## src/rtl/ordenador_escritas_rr_pkg.sv

```systemverilog
// Shared definitions for the write-ordering stage: width helpers reused by
// the ordering stage, its FIFO and the active-node evaluator.
package ordenador_escritas_rr_pkg;

   // Ceiling log2, with a minimum of 1 bit so single-entry indices stay legal
   function automatic int clog2(input int value);
      int result;
      result = 0;
      while ((1 << result) < value) begin
         result = result + 1;
      end
      if (result == 0) begin
         result = 1;
      end
      return result;
   endfunction

   // One command: per neighbour {valid, address, cost, distance} plus the parent
   function automatic int payload_w(input int addr_w, input int custo_w,
                                    input int dist_w, input int num_ports);
      return num_ports * (1 + addr_w + custo_w + dist_w) + addr_w;
   endfunction

   // Occupancy counter must reach DEPTH itself, hence the extra bit
   function automatic int cnt_w(input int depth);
      return clog2(depth) + 1;
   endfunction

endpackage

```

## src/rtl/ordenador_escritas_rr_fifo.sv

```systemverilog
// Synchronous FIFO for accepted update commands. Combinational head read,
// DEPTH must be a power of two so pointers wrap naturally.
module fifo_sincrona
   import ordenador_escritas_rr_pkg::*;
#(
   parameter int WIDTH = 8,
   parameter int DEPTH = 4
) (
   input  logic                   clk,
   input  logic                   rst_n,
   input  logic                   push,
   input  logic                   pop,
   input  logic [WIDTH-1:0]       din,
   output logic [WIDTH-1:0]       dout,
   output logic [clog2(DEPTH):0]  count,
   output logic                   full,
   output logic                   empty
);

   localparam int PTR_W = clog2(DEPTH);
   localparam int CNT_W = PTR_W + 1;

   logic [WIDTH-1:0] mem [DEPTH];
   logic [PTR_W-1:0] wr_ptr;
   logic [PTR_W-1:0] rd_ptr;
   logic             do_push;
   logic             do_pop;

   assign do_push = push & ~full;
   assign do_pop  = pop & ~empty;
   assign full    = (count == CNT_W'(DEPTH));
   assign empty   = (count == '0);
   assign dout    = mem[rd_ptr];

   // Pointers and occupancy; a simultaneous push and pop leaves count unchanged
   always_ff @(posedge clk or negedge rst_n) begin
      if (!rst_n) begin
         wr_ptr <= '0;
         rd_ptr <= '0;
         count  <= '0;
      end else begin
         if (do_push) begin
            wr_ptr <= wr_ptr + 1'b1;
         end
         if (do_pop) begin
            rd_ptr <= rd_ptr + 1'b1;
         end
         case ({do_push, do_pop})
            2'b10:   count <= count + 1'b1;
            2'b01:   count <= count - 1'b1;
            default: count <= count;
         endcase
      end
   end

   // Storage array; contents are don't-care until written, so no reset
   always_ff @(posedge clk) begin
      if (do_push) begin
         mem[wr_ptr] <= din;
      end
   end

endmodule

```

## src/rtl/ordenador_escritas_rr.sv

```systemverilog
// Write-ordering stage: round-robin arbitration over NUM_EA expanders, a
// command FIFO and a registered valid/ready slice towards the evaluator.
// Optional statistics outputs are enabled with ORDENADOR_ESCRITAS_STATS_EN.
module ordenador_escritas_rr
   import ordenador_escritas_rr_pkg::*;
#(
   parameter  int ADDR_WIDTH      = 10,
   parameter  int DISTANCIA_WIDTH = 6,
   parameter  int CUSTO_WIDTH     = 4,
   parameter  int NUM_READ_PORTS  = 8,
   parameter  int NUM_EA          = 8,
   parameter  int FIFO_DEPTH      = 4,
   localparam int EA_IDX_W        = clog2(NUM_EA),
   localparam int CNT_W           = cnt_w(FIFO_DEPTH),
   localparam int PAYLOAD_W       = payload_w(ADDR_WIDTH, CUSTO_WIDTH, DISTANCIA_WIDTH, NUM_READ_PORTS)
) (
   input  logic                                        clk,
   input  logic                                        rst_n,
   input  logic [NUM_EA-1:0]                           ea_atualizar_in,
   output logic [NUM_EA-1:0]                           ea_atualizar_ready_out,
   input  logic [NUM_READ_PORTS*NUM_EA-1:0]            ea_vizinho_valido_in,
   input  logic [ADDR_WIDTH*NUM_READ_PORTS*NUM_EA-1:0] ea_endereco_in,
   input  logic [CUSTO_WIDTH*NUM_READ_PORTS*NUM_EA-1:0] ea_menor_vizinho_in,
   input  logic [DISTANCIA_WIDTH*NUM_READ_PORTS*NUM_EA-1:0] ea_distancia_in,
   input  logic [ADDR_WIDTH*NUM_EA-1:0]                ea_anterior_in,
   input  logic                                        aa_atualizar_ready_in,
   input  logic                                        aa_ocupado_in,
   output logic                                        oe_atualizar_out,
   output logic [NUM_READ_PORTS-1:0]                   oe_vizinho_valido_out,
   output logic [ADDR_WIDTH*NUM_READ_PORTS-1:0]        oe_endereco_out,
   output logic [CUSTO_WIDTH*NUM_READ_PORTS-1:0]       oe_menor_vizinho_out,
   output logic [DISTANCIA_WIDTH*NUM_READ_PORTS-1:0]   oe_distancia_out,
   output logic [ADDR_WIDTH-1:0]                       oe_anterior_out,
`ifdef ORDENADOR_ESCRITAS_STATS_EN
   output logic [31:0]                                 oe_stat_aceitos_out,
   output logic [CNT_W-1:0]                            oe_stat_ocupacao_max_out,
   output logic [31:0]                                 oe_stat_bloqueios_out,
`endif
   output logic [EA_IDX_W-1:0]                         oe_origem_out
);

   localparam int VV_W    = NUM_READ_PORTS;
   localparam int AD_W    = ADDR_WIDTH * NUM_READ_PORTS;
   localparam int CU_W    = CUSTO_WIDTH * NUM_READ_PORTS;
   localparam int DI_W    = DISTANCIA_WIDTH * NUM_READ_PORTS;
   localparam int ENTRY_W = EA_IDX_W + PAYLOAD_W;

   logic [NUM_EA-1:0]    mask;
   logic [NUM_EA-1:0]    eligible;
   logic [NUM_EA-1:0]    grant_onehot;
   logic [EA_IDX_W-1:0]  rr_ptr;
   logic [EA_IDX_W-1:0]  winner;
   logic                 grant;
   int                   best_dist;
   int                   cand_dist;
   logic [PAYLOAD_W-1:0] win_payload;
   logic [ENTRY_W-1:0]   fifo_din;
   logic [ENTRY_W-1:0]   fifo_dout;
   logic [CNT_W-1:0]     fifo_count;
   logic                 fifo_full;
   logic                 fifo_empty;
   logic                 slice_load;
   logic                 slice_xfer;

   // The mask register doubles as the accept pulse: both are one-hot(winner)
   // for the single cycle after a grant
   assign ea_atualizar_ready_out = mask;

   // Round-robin search: the eligible channel closest above rr_ptr wins.
   // Grants depend only on registered occupancy, so a pop in the same cycle
   // never opens room in a full queue.
   always_comb begin
      eligible     = ea_atualizar_in & ~mask;
      winner       = '0;
      best_dist    = NUM_EA;
      cand_dist    = 0;
      for (int c = 0; c < NUM_EA; c++) begin
         cand_dist = c - int'(rr_ptr);
         if (cand_dist < 0) begin
            cand_dist = cand_dist + NUM_EA;
         end
         if (eligible[c] && (cand_dist < best_dist)) begin
            best_dist = cand_dist;
            winner    = EA_IDX_W'(c);
         end
      end
      grant        = (|eligible) && !fifo_full && (fifo_count < CNT_W'(FIFO_DEPTH));
      grant_onehot = {{(NUM_EA-1){1'b0}}, 1'b1} << winner;
   end

   // Gather the winning channel's command into one packed FIFO entry
   always_comb begin
      win_payload = '0;
      for (int c = 0; c < NUM_EA; c++) begin
         if (winner == EA_IDX_W'(c)) begin
            win_payload = {ea_vizinho_valido_in[c*VV_W +: VV_W],
                           ea_endereco_in[c*AD_W +: AD_W],
                           ea_menor_vizinho_in[c*CU_W +: CU_W],
                           ea_distancia_in[c*DI_W +: DI_W],
                           ea_anterior_in[c*ADDR_WIDTH +: ADDR_WIDTH]};
         end
      end
   end

   assign fifo_din = {winner, win_payload};

   // Arbiter state: pointer advances past the winner, mask blocks the
   // still-high request of the channel that was just accepted
   always_ff @(posedge clk or negedge rst_n) begin
      if (!rst_n) begin
         rr_ptr <= '0;
         mask   <= '0;
      end else if (grant) begin
         mask   <= grant_onehot;
         rr_ptr <= (winner == EA_IDX_W'(NUM_EA-1)) ? '0 : winner + 1'b1;
      end else begin
         mask   <= '0;
      end
   end

   fifo_sincrona #(
      .WIDTH (ENTRY_W),
      .DEPTH (FIFO_DEPTH)
   ) u_fifo (
      .clk   (clk),
      .rst_n (rst_n),
      .push  (grant),
      .pop   (slice_load),
      .din   (fifo_din),
      .dout  (fifo_dout),
      .count (fifo_count),
      .full  (fifo_full),
      .empty (fifo_empty)
   );

   assign slice_xfer = oe_atualizar_out & aa_atualizar_ready_in;
   assign slice_load = (!oe_atualizar_out || slice_xfer) && !fifo_empty && !aa_ocupado_in;

   // Output slice: refills on the transfer cycle for back-to-back flow,
   // otherwise holds a presented command until the evaluator takes it
   always_ff @(posedge clk or negedge rst_n) begin
      if (!rst_n) begin
         oe_atualizar_out      <= 1'b0;
         oe_origem_out         <= '0;
         oe_vizinho_valido_out <= '0;
         oe_endereco_out       <= '0;
         oe_menor_vizinho_out  <= '0;
         oe_distancia_out      <= '0;
         oe_anterior_out       <= '0;
      end else if (slice_load) begin
         oe_atualizar_out <= 1'b1;
         {oe_origem_out, oe_vizinho_valido_out, oe_endereco_out, oe_menor_vizinho_out,
          oe_distancia_out, oe_anterior_out} <= fifo_dout;
      end else if (slice_xfer) begin
         oe_atualizar_out <= 1'b0;
      end
   end

`ifdef ORDENADOR_ESCRITAS_STATS_EN
   // Saturating accept/block counters and the queue high-water mark
   always_ff @(posedge clk or negedge rst_n) begin
      if (!rst_n) begin
         oe_stat_aceitos_out      <= '0;
         oe_stat_ocupacao_max_out <= '0;
         oe_stat_bloqueios_out    <= '0;
      end else begin
         if (grant && (oe_stat_aceitos_out != 32'hFFFF_FFFF)) begin
            oe_stat_aceitos_out <= oe_stat_aceitos_out + 32'd1;
         end
         if (fifo_count > oe_stat_ocupacao_max_out) begin
            oe_stat_ocupacao_max_out <= fifo_count;
         end
         if ((|ea_atualizar_in) && fifo_full && (oe_stat_bloqueios_out != 32'hFFFF_FFFF)) begin
            oe_stat_bloqueios_out <= oe_stat_bloqueios_out + 32'd1;
         end
      end
   end
`endif

endmodule

```

## config.mk

```make
export PLATFORM = sky130hd
export DESIGN_NAME = ordenador_escritas_rr
export DESIGN_NICKNAME = d
export VERILOG_FILES = /design/src/rtl/ordenador_escritas_rr_pkg.sv /design/src/rtl/ordenador_escritas_rr_fifo.sv /design/src/rtl/ordenador_escritas_rr.sv
export SDC_FILE = /design/constraint.sdc
export NUM_CORES = 1
export LEC_CHECK = 0
export ABC_AREA = 0
export CAP_MARGIN = 20
export CORE_AREA = 2 2 629 631
export CTS_BUF_LIST = sky130_fd_sc_hd__clkbuf_16
export DETAILED_ROUTE_END_ITERATION = 10
export DIE_AREA = 0 0 631 633
export GPL_ROUTABILITY_DRIVEN = 1
export PLACE_DENSITY = 0.38
export RECOVER_POWER = 25
export SYNTH_ARGS = -nofsm -noshare
export SYNTH_HDL_FRONTEND = slang
export SYNTH_SLANG_ARGS = --single-unit
```

## constraint.sdc

```tcl
create_clock -name clk -period 21.3 [get_ports clk]
set_input_delay 4.26 -clock clk [delete_from_list [all_inputs] [get_ports clk]]
set_output_delay 4.26 -clock clk [all_outputs]
set_load 0.03 [all_outputs]
```

==> summary.txt <==
Drt
  – Routed Antenna Nets: 0
  – Post-route DRC: 0
  – Routed wire length: 369.6 mm
  – Vias/cell: 4.117
  – Via count: 47872
  – Avg WL per Cell: 31.79 um
  – 1st-iter DRT viols: 4255
  – First-pass DRT Iterations: 6

Die
  – Initial Util: 0.1279
  – Row count: 230
  – Die width: 631 um
  – Die area: 399400 um^2
  – Core area: 392000 um^2
  – Height of the die: 633 um
  – I/O Pins: 1626

Global route
  – First-pass GRT wire length: 476.4 mm
  – Maximum number of pins on one net before global-route repair: 136
  – GR Overflow Total: 0
  – GRT Resource Usage Total: 0.1766
  – Antenna violations before repair: 187
  – Vias in the first global route: 48379

CTS
  – Worst-path clk slew: 0.07 ns
  – TritonCTS clock tree: done
  – TritonCTS buffer count: 122
  – Number of H-tree levels: 3
  – Post-CTS Setup Repair Bufs: 0
  – # clock sinks: 924
  – Worst skew pair latency: 0.87 ns
  – CTS Buffer Depth: 4
  – Cts hold-fix bufs: 0
  – # resized after CTS: 0
  – Clock Tree Root: clkbuf_16

Yosys
  – Synth warn: 0
  – Ranking of synthesized cells by instance count: nor2_1, edfxtp_1, a21oi_1
  – Top FF cell, synth: edfxtp_1
  – Most common cell in the netlist: nor2_1
  – Post-synth EDFFs: 724
  – Syn Nets: 6292
  – Register area share after synthesis: 0.5333
  – Yosys top cell area share: 0.4335
  – Yosys reg bits: 924
  – Synthesized area: 50150 um^2
  – Number of distinct library cells after synthesis: 71
  – Leading area contributor after synthesis: edfxtp_1
  – Cells after synthesis: 4837
  – Post-Syn Area per Cell: 10.37 um^2
  – Ys async rst share: 0.2165
  – Largest cells by area after synthesis: edfxtp_1, dfrtp_1, mux4_2

Timing
  – Setup TNS: 0 ns
  – Final worst slack: 5.689 ns
  – Worst Clk Skew: 0.06129 ns
  – Final setup violation count: 0
  – Fmax achieved: 64.06 MHz
  – Fin. max-slew vios: 398
  – RSZ-0062 raised after global routing: false
  – Tightest Pin Transition: 7.564 ns
  – Max-slew headroom: -4.043
  – Final Cycle Share: 0.7329
  – Hold Fails Final Rpt: 0
  – Final Critical Period: 15.61 ns

Critical path
  – Worst setup endpoint: u_fifo.mem[3][2]$_DFFE_PP_
  – Critical path's largest stage delay: 0.80 ns
  – Worst r2r dst: u_fifo.mem[3][2]$_DFFE_PP_
  – Critical Path Sink Type: flip-flop
  – R2R depth: 42
  – CP Max Fanout: 93
  – Data required time of the critical path: 21.82 ns
  – CP startpoint: ea_atualizar_in[0]
  – Kind of start point of the critical path: input port
  – Worst path arrival time: 16.13 ns
  – Reg-to-reg slack, setup: 8.07 ns
  – CP Class: input port to flip-flop
  – Cell mode on critical path: a21oi_1
  – Critical path's slowest cell: buf_4
  – RR Startpoint: rr_ptr[1]$_DFFE_PN0P_

Place
  – Hpwl dp: 292.6 mm
  – Gpl congestion: 0.9078
  – Setup WS pre-CTS: 4.872 ns
  – PortBufs: 1625

Job
  – Max-Cap Viols: 8

Worst hold path
  – Hold Crit Class: flip-flop to flip-flop

Layout
  – Area delta synth->final: 52.31%
  – Share of layout cells above drive strength 1: 0.1053
  – FILL cells: 43305
  – Final-stage net count: 7693

Run status
  – Status: finished with violations
  – Failing checks: capacitance limit, slew limit
per-stage QoR:
step                area (um^2)    util  hold WS (ns)  cells
floorplan                 50150       -        0.4644   4837
global placement          72260  0.1844        0.4852  11334
detailed placement        72260  0.1844        0.4846  11334
CTS                       76310  0.1947        0.4994  11561
global route              76320  0.1947        0.5162  11603
finish                    76380  0.1949        0.4939  11628
flip-flops by register name, summed over array words and instances, names as in the netlist:
signal	cells
oe_endereco_out	80
oe_anterior_out	10
ea_atualizar_ready_out	8
oe_menor_vizinho_out	32
oe_vizinho_valido_out	8
oe_origem_out	3
u_fifo.wr_ptr	2
u_fifo.count	3
rr_ptr	3
u_fifo.rd_ptr	2
oe_distancia_out	48
u_fifo.mem	724
oe_atualizar_out	1
layout by cell type, fill, tap and decap left out, drive strengths merged, types with 181 or more instances in the layout:
cell              n
nand2           377
edfxtp          724
nand2b          187
nor3            188
a21oi           560
nor2            912
mux2            182
clkdlybuf4s50  1450
mux4            181
dfrtp           200
o21ai           376
metal layers:
metal,up-vias,GRT usage,routed length [um]
met5,-,0,270
met4,42,0.05035,9699
met3,462,0.04500,27220
met2,2165,0.3104,185900
met1,24436,0.2112,146500
li1,20767,-,-
worst max-delay path, delay by kind of cell:
| family | cells | cell delay (ns) |
|---|---|---|
| muxes | 1 | 0.64 |
| and+or+nand+nor | 10 | 1.75 |
| adders and majority gates | 4 | 1.56 |
| buffers and inverters | 4 | 1.80 |
| AOI/OAI and AO/OA | 21 | 5.70 |
logic make-up after synthesis:
group	after synthesis	share of synthesized area
flip-flops	924	0.5333
XOR/XNOR	8	0.001397
AND/OR/NAND/NOR	1706	0.1445
adder cells (fa/ha/maj)	19	0.004890
multiplexers	369	0.1236
buffers and inverters	466	0.03640
AO/OA/AOI/OAI	1345	0.1559
worst min path at each step:
stage	from	to	cells after the start
global placement	u_fifo.count[0]$_DFFE_PN0P_	u_fifo.count[0]$_DFFE_PN0P_	1
detailed placement	u_fifo.count[0]$_DFFE_PN0P_	u_fifo.count[0]$_DFFE_PN0P_	1
global route	oe_distancia_out[10]$_DFFE_PN0P_	oe_distancia_out[10]$_DFFE_PN0P_	1
CTS	u_fifo.count[0]$_DFFE_PN0P_	u_fifo.count[0]$_DFFE_PN0P_	1
floorplan	u_fifo.count[2]$_DFFE_PN0P_	u_fifo.count[2]$_DFFE_PN0P_	1
finish	u_fifo.count[0]$_DFFE_PN0P_	u_fifo.count[0]$_DFFE_PN0P_	1
cell type report:
type                       count  area [um^2]  share of cell area
timing repair buffer        1724        17110              0.2240
inverter                      19        78.83            0.001032
clock inverter               101        903.4             0.01183
antenna                       67        167.7            0.002195
sequential                   924        26750              0.3503
tap                         5220         6531             0.08551
clock buffer                 126         3153             0.04128
multi-input combinational   3447        21680              0.2839
Power is left out: the tool's default activity adds up to more than one toggle a clock period on the data nets, which glitch-free logic cannot reach.
==> edit: new RTL, same flow settings <==
The parameter `ADDR_WIDTH` goes from 10 to 9.
--- a/src/rtl/ordenador_escritas_rr.sv
+++ b/src/rtl/ordenador_escritas_rr.sv
@@ -4,7 +4,7 @@
 module ordenador_escritas_rr
    import ordenador_escritas_rr_pkg::*;
 #(
-   parameter  int ADDR_WIDTH      = 10,
+   parameter  int ADDR_WIDTH      = 9,
    parameter  int DISTANCIA_WIDTH = 6,
    parameter  int CUSTO_WIDTH     = 4,
    parameter  int NUM_READ_PORTS  = 8,
Interface: changed (resized ea_anterior_in, ea_endereco_in, oe_anterior_out and oe_endereco_out); port bits go from 1626 to 1545. No check against the original RTL was run, so the function may have changed too.
==> edit against the unedited design <==
  * The flow still finishes with violations (max-capacitance violations, max-slew violations)
  * Sequential cell count fell by 45
  * Via count decreased by 12%
  * Global-route usage is 0.49 points lower
  * Cell area fell by 3.4%
  * Area after synthesis down 3.2%
  * Wire length shrank 3.0%
  * Register-to-register slack got worse by 0.49 ns
  * Worst setup slack worse by 1.1 ns
  * First-iteration DRC count fell by 27%
  * Largest cell class unchanged
Power is not shown: default switching activity piles up to over one toggle a cycle in this logic, so the estimate is an artifact.
==> edit: results <==
group,metric,value,unit
status,outcome,"complete, but fails checks",
status,violations,"max-capacitance violations, max-slew violations",
finish,nets,6673,
worst_setup_path,rr_worst_depth,38,
logic_synthesis,synth_area_leaders,"edfxtp_1 43%, dfrtp_1 9.8%, mux4_2 8.0%",
finish,drive_gt1_share,15.3,%
logic_synthesis,synth_nets,5279,
detailed_routing,dr.pass1.iters,5,
detailed_routing,wl,359000,um
placement,io_buffers,1544,
finish,top_regs,"u_fifo.mem (688), oe_endereco_out (72), oe_distancia_out (48)",
job,max_cap_viol_count,8,
worst_setup_path,endpoint,"u_fifo.mem[2][50]",
worst_setup_path,crit_path_max_fanout,53,
min_path,hold_path_startpoint,"oe_menor_vizinho_out[0]",
placement,dp_hpwl,286000,um
logic_synthesis,post_synth_num_cell_types,70,
worst_setup_path,ff2ff_setup_slack,7.58,ns
detailed_routing,drtIter0Drc,3090,
logic_synthesis,ys_top_cells_by_count,"688 x edfxtp_1, 355 x a21oi_1, 339 x mux2i_1",
global_route,antenna_found_initial,183,
placement,preCtsSetupSlack,4.00,ns
sta,fin_skew,0.0604,ns
global_route,grtUsageMet1,20.8,%
global_route,use_met3,4.50,%
worst_setup_path,worstPathArrival,17.30,ns
logic_synthesis,ys_seq_area_share,52.4,%
placement,place.gp.congestion,0.925,
placement,place_area,0.0700,mm2
global_route,use_met2,30.2,%
worst_setup_path,crit_path_top_delay_cell,"or2_4",
sta,slew_violations,375,
global_route,grt_usage,17.2,%
logic_synthesis,async_reset_ff_share,21.7,%
detailed_routing,vias_per_cell,3.97,
## edit: cell count changes in the layout (fill, tap and decap cells not counted), sizes merged, moves of 171 or more
| cell | unedited run | this run |
|---|---|---|
| a21oi | 560 | 356 |
| a22o | 0 | 172 |
| inv | 41 | 224 |
| mux2i | 6 | 339 |
| nand2 | 377 | 194 |
| nand2b | 187 | 13 |
| nor2 | 912 | 25 |
| nor3 | 188 | 10 |
| o21ai | 376 | 190 |
| o221ai | 177 | 1 |
| o22ai | 179 | 1 |
| or2 | 4 | 175 |
## edit: cells by family (layout without fill, tap and decap cells)
family / after synthesis / in the layout / synth area share [%]
multiplexers: 686 / 686 / 19.0
AND/OR/NAND/NOR: 460 / 460 / 4.84
XOR/XNOR: 8 / 8 / 0.160
adder cells (fa/ha/maj): 20 / 20 / 0.526
buffers and inverters: 568 / 2060 / 4.74
other: 0 / 63 / 0
AO/OA/AOI/OAI: 1275 / 1275 / 18.3
flip-flops: 879 / 879 / 52.4
## edit: final cells by class
type,count,area (um2)
multi-input combinational,2449,20900
clock buffer,120,3000
fill,42948,318000
timing repair buffer,1660,16300
clock inverter,98,672
antenna,63,158
tap,5220,6530
inverter,182,698
sequential,879,25400
## edit: worst min-delay path by stage
| stage | to | slack, ns | cells past startpoint |
|---|---|---|---|
| floorplan | u_fifo.count[2] | 0.46 | 1 |
| global placement | u_fifo.count[0] | 0.49 | 1 |
| detailed placement | u_fifo.count[0] | 0.49 | 1 |
| CTS | u_fifo.count[0] | 0.50 | 1 |
| global route | oe_endereco_out[70] | 0.52 | 1 |
| finish | oe_menor_vizinho_out[0] | 0.50 | 1 |
## edit: metrics by stage
stage / util, % / instances
2_1_floorplan: - / 3896
3_3_place_gp: 17.8 / 10378
3_5_place_dp: 17.9 / 10388
4_1_cts: 18.8 / 10606
5_1_grt: 18.8 / 10644
6_report: 18.8 / 10671
## edit: worst reg2reg max path: cells and delay by family, from the launching register on
kind	cells	cell delay, ns
multiplexers	2	0.71
buffers and inverters	4	1.99
AO/OA/AOI/OAI	18	5.97
flip-flops	1	0.38
adder cells (fa/ha/maj)	5	1.90
AND/OR/NAND/NOR	9	2.57
## edit: metal layers
layer | vias to the layer above | wire length (um)
met5 | - | 441
met4 | 68 | 9030
met3 | 437 | 27300
met2 | 1745 | 178000
met1 | 21879 | 144000
li1 | 18192 | -
